==> src/rtl/alu_pkg.sv <==
//------------------------------------------------------------------------------
// Module  : alu_pkg
// Brief   : Opcode and multiply-FSM state encodings shared by the accumulator ALU.
// Revision: 1.0 - initial release
//------------------------------------------------------------------------------
`default_nettype none

package alu_pkg;

    localparam logic [2:0] OP_ADD = 3'b000;
    localparam logic [2:0] OP_ADC = 3'b001;
    localparam logic [2:0] OP_SUB = 3'b010;
    localparam logic [2:0] OP_AND = 3'b011;
    localparam logic [2:0] OP_OR  = 3'b100;
    localparam logic [2:0] OP_XOR = 3'b101;
    localparam logic [2:0] OP_SHL = 3'b110;
    localparam logic [2:0] OP_MUL = 3'b111;

    localparam logic [0:0] ST_IDLE = 1'b0;
    localparam logic [0:0] ST_RUN  = 1'b1;

endpackage

`default_nettype wire

==> src/rtl/alu_mul_seq.sv <==
//------------------------------------------------------------------------------
// Module  : alu_mul_seq
// Brief   : Sequential shift-add multiplier, one partial product per cycle.
// Revision: 1.0 - initial release
//------------------------------------------------------------------------------
`default_nettype none

module alu_mul_seq
    import alu_pkg::*;
#(
    parameter int WIDTH = 8,
    parameter int CNT_W = $clog2(WIDTH + 1)
) (
    input  logic               clk,
    input  logic               rst,
    input  logic               start,
    input  logic [WIDTH-1:0]   a,
    input  logic [WIDTH-1:0]   b,
    output logic               busy,
    output logic               done,
    output logic [2*WIDTH-1:0] p
);

    logic [0:0]         r_state;
    logic [0:0]         w_state_next;
    logic [2*WIDTH-1:0] r_mcand;
    logic [WIDTH-1:0]   r_mplier;
    logic [2*WIDTH-1:0] r_prod;
    logic [CNT_W-1:0]   r_cnt;
    logic [2*WIDTH-1:0] w_prod_next;
    logic               w_last;

    assign w_prod_next = r_prod + (r_mplier[0] ? r_mcand : '0);
    assign w_last      = (r_state == ST_RUN) && (r_cnt == CNT_W'(WIDTH - 1));

    always_comb begin
        w_state_next = r_state;
        case (r_state)
            ST_IDLE: if (start) w_state_next = ST_RUN;
            ST_RUN:  if (w_last) w_state_next = ST_IDLE;
            default: w_state_next = ST_IDLE;
        endcase
    end

    always_ff @(posedge clk) begin
        if (rst) begin
            r_state  <= ST_IDLE;
            r_mcand  <= '0;
            r_mplier <= '0;
            r_prod   <= '0;
            r_cnt    <= '0;
        end else begin
            r_state <= w_state_next;
            if (r_state == ST_IDLE) begin
                if (start) begin
                    r_mcand  <= {{WIDTH{1'b0}}, a};
                    r_mplier <= b;
                    r_prod   <= '0;
                    r_cnt    <= '0;
                end
            end else begin
                r_prod   <= w_prod_next;
                r_mcand  <= r_mcand << 1;
                r_mplier <= r_mplier >> 1;
                r_cnt    <= r_cnt + 1'b1;
            end
        end
    end

    // The final product is offered combinationally so the caller can commit it on the last step edge.
    assign busy = (r_state == ST_RUN);
    assign done = w_last;
    assign p    = w_prod_next;

endmodule

`default_nettype wire

==> src/rtl/acc_alu_seq.sv <==
//------------------------------------------------------------------------------
// Module  : acc_alu_seq
// Brief   : Accumulator ALU with flags, 7 single-cycle ops and a sequential multiply.
// Revision: 1.0 - initial release
//------------------------------------------------------------------------------
`default_nettype none

module acc_alu_seq
    import alu_pkg::*;
#(
    parameter int WIDTH = 8,
    parameter int CNT_W = $clog2(WIDTH + 1)
) (
    input  logic             c,
    input  logic             r,
    input  logic             en,
    input  logic [2:0]       k,
    input  logic [WIDTH-1:0] d,
    output logic [WIDTH-1:0] q,
    output logic             cf,
    output logic             zf,
    output logic             nf,
    output logic             vf,
    output logic             busy,
    output logic             done
);

    logic [WIDTH-1:0]   r_q;
    logic               r_cf;
    logic               r_zf;
    logic               r_nf;
    logic               r_vf;
    logic               r_done;

    logic               w_accept;
    logic               w_is_mul;
    logic               w_mul_busy;
    logic               w_mul_done;
    logic [2*WIDTH-1:0] w_mul_p;
    logic [WIDTH:0]     w_sum;
    logic [WIDTH:0]     w_diff;
    logic [WIDTH-1:0]   w_res;
    logic               w_res_cf;
    logic               w_res_vf;
    logic [WIDTH-1:0]   w_mul_lo;

    assign w_accept = en && !w_mul_busy;
    assign w_is_mul = (k == OP_MUL);
    assign w_mul_lo = w_mul_p[WIDTH-1:0];

    alu_mul_seq #(
        .WIDTH (WIDTH),
        .CNT_W (CNT_W)
    ) u_mul (
        .clk   (c),
        .rst   (r),
        .start (w_accept && w_is_mul),
        .a     (r_q),
        .b     (d),
        .busy  (w_mul_busy),
        .done  (w_mul_done),
        .p     (w_mul_p)
    );

    // Carry-in participates only for ADC and is the previously registered flag.
    assign w_sum  = {1'b0, r_q} + {1'b0, d} + {{WIDTH{1'b0}}, (k == OP_ADC) ? r_cf : 1'b0};
    assign w_diff = {1'b0, r_q} - {1'b0, d};

    always_comb begin
        w_res    = r_q;
        w_res_cf = 1'b0;
        w_res_vf = 1'b0;
        case (k)
            OP_ADD, OP_ADC: begin
                w_res    = w_sum[WIDTH-1:0];
                w_res_cf = w_sum[WIDTH];
                w_res_vf = (r_q[WIDTH-1] == d[WIDTH-1]) && (w_sum[WIDTH-1] != r_q[WIDTH-1]);
            end
            OP_SUB: begin
                w_res    = w_diff[WIDTH-1:0];
                w_res_cf = w_diff[WIDTH];
                w_res_vf = (r_q[WIDTH-1] != d[WIDTH-1]) && (w_diff[WIDTH-1] != r_q[WIDTH-1]);
            end
            OP_AND: w_res = r_q & d;
            OP_OR:  w_res = r_q | d;
            OP_XOR: w_res = r_q ^ d;
            OP_SHL: begin
                w_res    = {r_q[WIDTH-2:0], 1'b0};
                w_res_cf = r_q[WIDTH-1];
                w_res_vf = r_q[WIDTH-1] ^ r_q[WIDTH-2];
            end
            default: begin
                w_res    = r_q;
                w_res_cf = 1'b0;
                w_res_vf = 1'b0;
            end
        endcase
    end

    always_ff @(posedge c) begin
        if (r) begin
            r_q    <= '0;
            r_cf   <= 1'b0;
            r_zf   <= 1'b0;
            r_nf   <= 1'b0;
            r_vf   <= 1'b0;
            r_done <= 1'b0;
        end else begin
            r_done <= 1'b0;
            if (w_mul_done) begin
                r_q    <= w_mul_lo;
                r_cf   <= |w_mul_p[2*WIDTH-1:WIDTH];
                r_vf   <= 1'b0;
                r_zf   <= (w_mul_lo == '0);
                r_nf   <= w_mul_lo[WIDTH-1];
                r_done <= 1'b1;
            end else if (w_accept && !w_is_mul) begin
                r_q    <= w_res;
                r_cf   <= w_res_cf;
                r_vf   <= w_res_vf;
                r_zf   <= (w_res == '0);
                r_nf   <= w_res[WIDTH-1];
                r_done <= 1'b1;
            end
        end
    end

    assign q    = r_q;
    assign cf   = r_cf;
    assign zf   = r_zf;
    assign nf   = r_nf;
    assign vf   = r_vf;
    assign busy = w_mul_busy;
    assign done = r_done;

endmodule

`default_nettype wire

==> config.mk <==
export PLATFORM = sky130hd
export DESIGN_NAME = acc_alu_seq
export DESIGN_NICKNAME = d
export VERILOG_FILES = /design/src/rtl/alu_pkg.sv /design/src/rtl/alu_mul_seq.sv /design/src/rtl/acc_alu_seq.sv
export SDC_FILE = /design/constraint.sdc
export NUM_CORES = 1
export LEC_CHECK = 0
export CAP_MARGIN = 10
export CORE_UTILIZATION = 55
export CTS_CLUSTER_DIAMETER = 200
export DETAILED_ROUTE_END_ITERATION = 7
export GPL_TIMING_DRIVEN = 0
export PLACE_DENSITY = 0.88
export SLEW_MARGIN = 20
export SYNTH_ARGS = -nofsm -noshare
export SYNTH_HDL_FRONTEND = slang
export SYNTH_SLANG_ARGS = --single-unit
==> constraint.sdc <==
create_clock -name c -period 3.7 [get_ports c]
set_clock_uncertainty 0.15 [all_clocks]
set_input_delay 0.925 -clock c [delete_from_list [all_inputs] [get_ports c]]
set_output_delay 0.925 -clock c [all_outputs]
set_load 0.05 [all_outputs]
After elaboration in Yosys (flattened, before gate mapping)
Index checks and enable logic that the tools add are counted.
Storage, ports and cells
  input bits: 14
  bits in registers: 58
  logic and storage cells: 78
  output and inout port bits: 14
Operators by class
  reduce and logical (&&, ||, !) cells: 17
  $add $sub $neg: 5
  equal/unequal tests: 12
  bitwise logic cells: 5
  mux-type cells: 26
Operator list (count)
  16-bit two-way mux: 5
  8-bit case mux with 6 select lines: 1
  16-bit adder: 1
  8-bit logical NOT: 2
  8-bit two-way mux: 2
  7-bit two-way mux: 2
  3-bit equality test, second input constant: 4
  1-bit two-way mux: 11
  8-bit by 8-bit adder with 9-bit output: 1
  9-bit by 1-bit adder with 9-bit output: 1
  8-bit by 8-bit subtractor with 9-bit output: 1
  8-bit AND: 1
  4-bit two-way mux: 2
  8-bit OR: 1
  8-bit OR reduction: 1
  8-bit XOR: 1
  3-bit by 2-bit equality test with 1-bit output, second input constant: 2
  1-bit logical AND: 6
  1-bit case mux with 3 select lines: 2
  2-bit OR reduction: 3
  4-bit by 1-bit adder with 4-bit output, second input constant: 1
  4-bit by 3-bit equality test with 1-bit output, second input constant: 1
  2-bit nonzero test: 2
  3-bit by 1-bit equality test with 1-bit output, second input constant: 1
  7 further kinds: 10

Longest topological paths before layout
  depth in word-level cells: 7
  depth in mapped cells: 14
  mapped depth without buffers: 12

By module
A second synthesis with hierarchy kept.
Unflattened totals
  cell total of the unflattened synthesis: 639
  area, all modules: 4892.2 um^2
Modules (own cells, without submodules)
  alu_mul_seq: times used 1, area each 2736.4 um^2, sequential area each 900.9 um^2, cells an instance 340
  acc_alu_seq: times used 1, area each 2155.8 um^2, sequential area each 240.2 um^2, cells an instance 299

Worst setup path before layout
OpenSTA, ideal clock, no wires.
  path type: input to register
  start: input k[1]
  end: register r_cf, in the netlist cf
  arrival time: 3542 ps
  slack: -72 ps
  cell stages on the path: 14
  setup time: 81 ps
  path buffers: 2
  data required time: 3469 ps
  cells stage by stage: buf_2 > buf_2 > nor2_1 > nand3_1 > fa_1 > fa_1 > nor2b_1 > o21a_1 > o211a_1 > o21ai_1 > a21boi_0 > o21ai_0 > a41o_1 > a41oi_1
On the way
  longest elaborated chain between the ends: 6
  elaborated cells between the ends (all ways): 14
  those cells by class: 1 x add/sub; 4 x eq/ne; 4 x mux; 5 x reduce/logical
RTL lines
  start: declaration: line acc_alu_seq.sv:17  | input logic [2:0] k,
  3-bit by 1-bit equality test with 1-bit output: line acc_alu_seq.sv:66, acc_alu_seq.sv:73
  1-bit two-way mux: line acc_alu_seq.sv:66  | assign w_sum = {1'b0, r_q} + {1'b0, d} + {{WIDTH{1'b0}}, (k == OP_ADC) ? r_cf : 1'b0};
  9-bit by 1-bit adder with 9-bit output: line acc_alu_seq.sv:66
  1-bit case mux with 3 select lines: line acc_alu_seq.sv:73  | case (k)
  1-bit two-way mux: line acc_alu_seq.sv:117  | end else if (w_accept && !w_is_mul) begin
  1-bit two-way mux: line acc_alu_seq.sv:110  | if (w_mul_done) begin
  end signal: assignment: line acc_alu_seq.sv:112  | r_cf <= |w_mul_p[2*WIDTH-1:WIDTH];
  end signal: assignment: line acc_alu_seq.sv:119  | r_cf <= w_res_cf;
  end: declaration: line acc_alu_seq.sv:29  | logic r_cf;
Parallel ways exist; a longest one is shown, timed or not. The select of a mux whose other input is x is not followed.
A chain may end at the register's enable or synchronous reset.

Worst setup path in the final report
  start: input k[0]
  end: register r_cf, in the netlist cf
The elaborated chain is that of the path after synthesis.

==> impl_metrics.py <==
metrics = {
    "floorplan": {
        "die-area_um2": 8800,
        "top_level_ports": 28,
        "die_y_um": 93.8,
        "core_area_um2": 8180,
        "floorplan.initialDensity_pct": 56.7,
        "die_w_um": 93.8,
        "rows": 33,
    },
    "drt": {
        "drt-initial-drc-count": 300,
        "vias": 4801,
        "firstDrtPassIters": 5,
        "drc": 0,
        "drt-met1-wl_um": 5380,
        "dr_wl_met2_um": 6630,
        "wire_per_inst_um": 17.3,
        "highest_layer": "met4",
        "viasPerCell": 6.22,
        "drt-total-wl_um": 13400,
        "dr_wl_met3_um": 954,
        "antenna_left": 0,
    },
    "min_path": {
        "hp-class": "reg2reg",
        "hp-start": "u_mul.r_mcand[5]",
    },
    "cts": {
        "clock_latency_ps": 350,
        "cts_root_buffer": "clkbuf_8",
        "cts.sinks": 57,
        "cts_tree": "done",
        "clockBufferDepth": 2,
        "clkTransAtPathRegs_ps": 60,
        "hold_buffers": 0,
        "cts_buffers": 9,
        "htreeDepth": 3,
    },
    "power_and_ir_drop": {
        "p_sw_mw": 0.515,
        "irDropWorstVdd_v": 0.000272,
        "combPwrFrac_pct": 22.3,
        "finalPower_mw": 1.72,
        "power.share.clock_pct": 39.8,
        "power_density_nw_per_um2": 327,
        "pwr-share-seq_pct": 37.8,
        "intPower_mw": 1.20,
        "switching_share_pct": 30.0,
        "leakage_nw": 2.17,
    },
    "global_route": {
        "antenna_found_initial": 0,
        "grt_max_degree": 19,
        "grt_pass1_vias": 4589,
        "grt_use_total_pct": 32.3,
        "grt_pass1_wl_um": 22100,
        "overflow": 0,
    },
    "logic_synthesis": {
        "ys.flop_type": "dfxtp_1",
        "synth_compound_area_share_pct": 28.2,
        "synth_xor_area_share_pct": 3.02,
        "syn_inst": 628,
        "synth-seq-cells": 57,
        "synth-simple-area-share_pct": 24.6,
        "synth_top_area_cell": "dfxtp_1",
        "ys_types": 74,
        "syn_area_um2": 4630,
        "synth-edff-count": 0,
        "yosys_warnings": 0,
        "synth.avg_cell_area_um2": 7.38,
        "synth_top_family_by_area": "compound AO/OA/AOI/OAI gates",
        "async_flop_share_pct": 0,
        "synth_fa_ha_area_share_pct": 12.5,
        "synth.top_cell.area_share_pct": 24.6,
        "yosysSeqAreaShare_pct": 24.6,
        "synth_area_leaders": "dfxtp_1 25%, ha_1 11%, nor2_1 7.9%, a21oi_1 7.5%, nand2_1 5.8%",
        "synthesis.nets": 686,
        "synthMuxAreaShare_pct": 0.864,
    },
    "setup_path": {
        "cp-startpoint": "k[0]",
        "worstSetupPathType": "in2reg",
        "slowest_stage": "fa_1",
        "cp-start-kind": "input port",
        "crit_family": "compound AO/OA/AOI/OAI gates",
        "critical_path.max_stage_delay_ps": 430,
        "crit_required_ps": 3820,
        "crit_buf_inv": 2,
        "rr_startpoint": "u_mul.r_mplier[0]",
        "arrival_ps": 3590,
        "end_kind": "register",
        "worstPathCellList": "clkdlybuf4s15_1 > buf_6 > nand3_1 > fa_2 > fa_1 > nor2b_1 > o21a_1 > o211a_1 > o21ai_1 > a21boi_1 > o21ai_0 > a41o_1 > a41oi_1",
        "cp_max_fo": 4,
    },
    "status": {
        "status": "finished clean",
    },
    "sta": {
        "slew-limit-headroom_pct": 56.3,
        "worstMarginPinSlew_ps": 655,
        "max_freq_ghz": 0.288,
        "period_minus_slack_ps": 3470,
        "finalHoldViolations": 0,
        "whs_ps": 321,
        "setup_viol": 0,
        "rsz0062_at_grt": "no",
        "finalCritPeriodShare_pct": 93.9,
        "report.final.slew_viol_count": 0,
    },
    "flow_run": {
        "drv_cap": 0,
    },
    "layout": {
        "nNetsFinal": 721,
        "diodes": 0,
        "area_growth_pct": 13.6,
        "layout-drive-gt1-share_pct": 7.65,
        "n_fill_cell": 725,
        "layout.cells.non_filler": 772,
    },
    "place": {
        "gp_congestion": 0.945,
        "dp_hpwl_um": 9950,
        "dp.cells": 757,
        "port_buffers": 24,
    },
}
==> cells in the final DEF, fill, tap and decap left out, types with 6 or more instances in the layout <==
| cell type | n |
|---|---|
| a22oi_1 | 14 |
| xnor2_1 | 10 |
| o21ai_0 | 24 |
| nand2b_1 | 6 |
| clkbuf_1 | 22 |
| nand2_1 | 72 |
| a21oi_1 | 69 |
| nand3_1 | 9 |
| nor2b_1 | 8 |
| nor3_1 | 14 |
| o21ai_1 | 11 |
| inv_1 | 28 |
| clkbuf_8 | 12 |
| and2_1 | 21 |
| clkdlybuf4s50_1 | 22 |
| nor2_1 | 96 |
| dfxtp_1 | 57 |
| buf_2 | 7 |
| xor2_1 | 6 |
| ha_1 | 40 |
==> state kept, by name, indices dropped and copies added (netlist names) <==
| signal | flops |
|---|---|
| u_mul.r_mcand | 16 |
| u_mul.r_prod | 16 |
| q | 8 |
| u_mul.r_mplier | 8 |
| u_mul.r_cnt | 4 |
| cf | 1 |
| done | 1 |
| u_mul.busy | 1 |
| vf | 1 |
| zf | 1 |
==> cell usage after synthesis (5+ instances only) <==
cell type  instances
a31oi_1            5
ha_1              40
o22ai_1            5
o21ai_1           11
buf_2             10
nand2_1           72
a22oi_1           14
dfxtp_1           57
nor2b_1            8
xnor2_1           10
nor2_1            97
o21ai_0           24
nand3_1            9
a21oi_1           69
clkbuf_1          22
nand2b_1           6
inv_1             28
xor2_1             6
a211oi_1           5
and2_1            21
nor3_1            14
o21bai_1           5
==> cell type report <==
type                    count  area (µm²)  area share, %
multi-input cells         504        3220           61.1
plain buffers              37         181           3.45
flip-flops and latches     57        1140           21.7
clock buffers              13         169           3.21
clock inverters             2        60.1           1.14
well taps                 105         131           2.50
repair buffers             26         258           4.90
inverters                  28         105           2.00
==> metal layers <==
layer	vias up	global-route usage, %
met5	-	0
met4	0	16.8
met3	40	3.40
met2	242	56.8
met1	2246	38.6
li1	2273	-
==> logic make-up (layout without fill, tap and decap cells) <==
| kind of cell | after synthesis | in the layout |
|---|---|---|
| simple gates | 249 | 249 |
| fa+ha+maj | 44 | 44 |
| buf+inv | 67 | 106 |
| mux | 4 | 4 |
| compound gates | 191 | 191 |
| flops | 57 | 57 |
| xor+xnor | 16 | 16 |
==> per-stage QoR <==
step                setup TNS [ps]  worst slack [ps]  util, %  cell area (µm²)
floorplan                        0              20.5        -             4640
global placement             -7710             -1080     61.3             5010
detailed placement           -8260             -1140     61.3             5010
CTS                              0              7.21     64.3             5250
global route                     0              12.2     64.4             5260
finish                           0               225     64.4             5260
==> power groups by stage <==
| stage | clock network (mW) | logic [mW] | registers [mW] |
|---|---|---|---|
| after floorplan | 0 | 0.237 | 0.692 |
| after global placement | 0 | 0.364 | 0.663 |
| after detailed placement | 0 | 0.374 | 0.663 |
| after CTS | 0.684 | 0.377 | 0.650 |
| after global routing | 0.707 | 0.415 | 0.652 |
| final | 0.685 | 0.384 | 0.651 |
==> path summary, 6_finish.rpt <==
check,end,slack [ps],depth (start not counted)
max reg2reg,cf,400,10
min reg2reg,u_mul.r_mcand[5],320,2
max,cf,230,13
min,u_mul.r_mcand[5],320,2
==> timing repair <==
action / CTS / global route
setup buffers: 1 / 1
endpoints found under the setup margin: 10 / 2
pin swaps: 0 / 1
gates resized for setup: 5 / 4
==> worst min-delay path, stage by stage (launching register included) <==
cell	delay (ps)
dfxtp_1	320
nand2_1	50
a21oi_1	50
No activity file was read; power rests on OpenSTA's default activity.
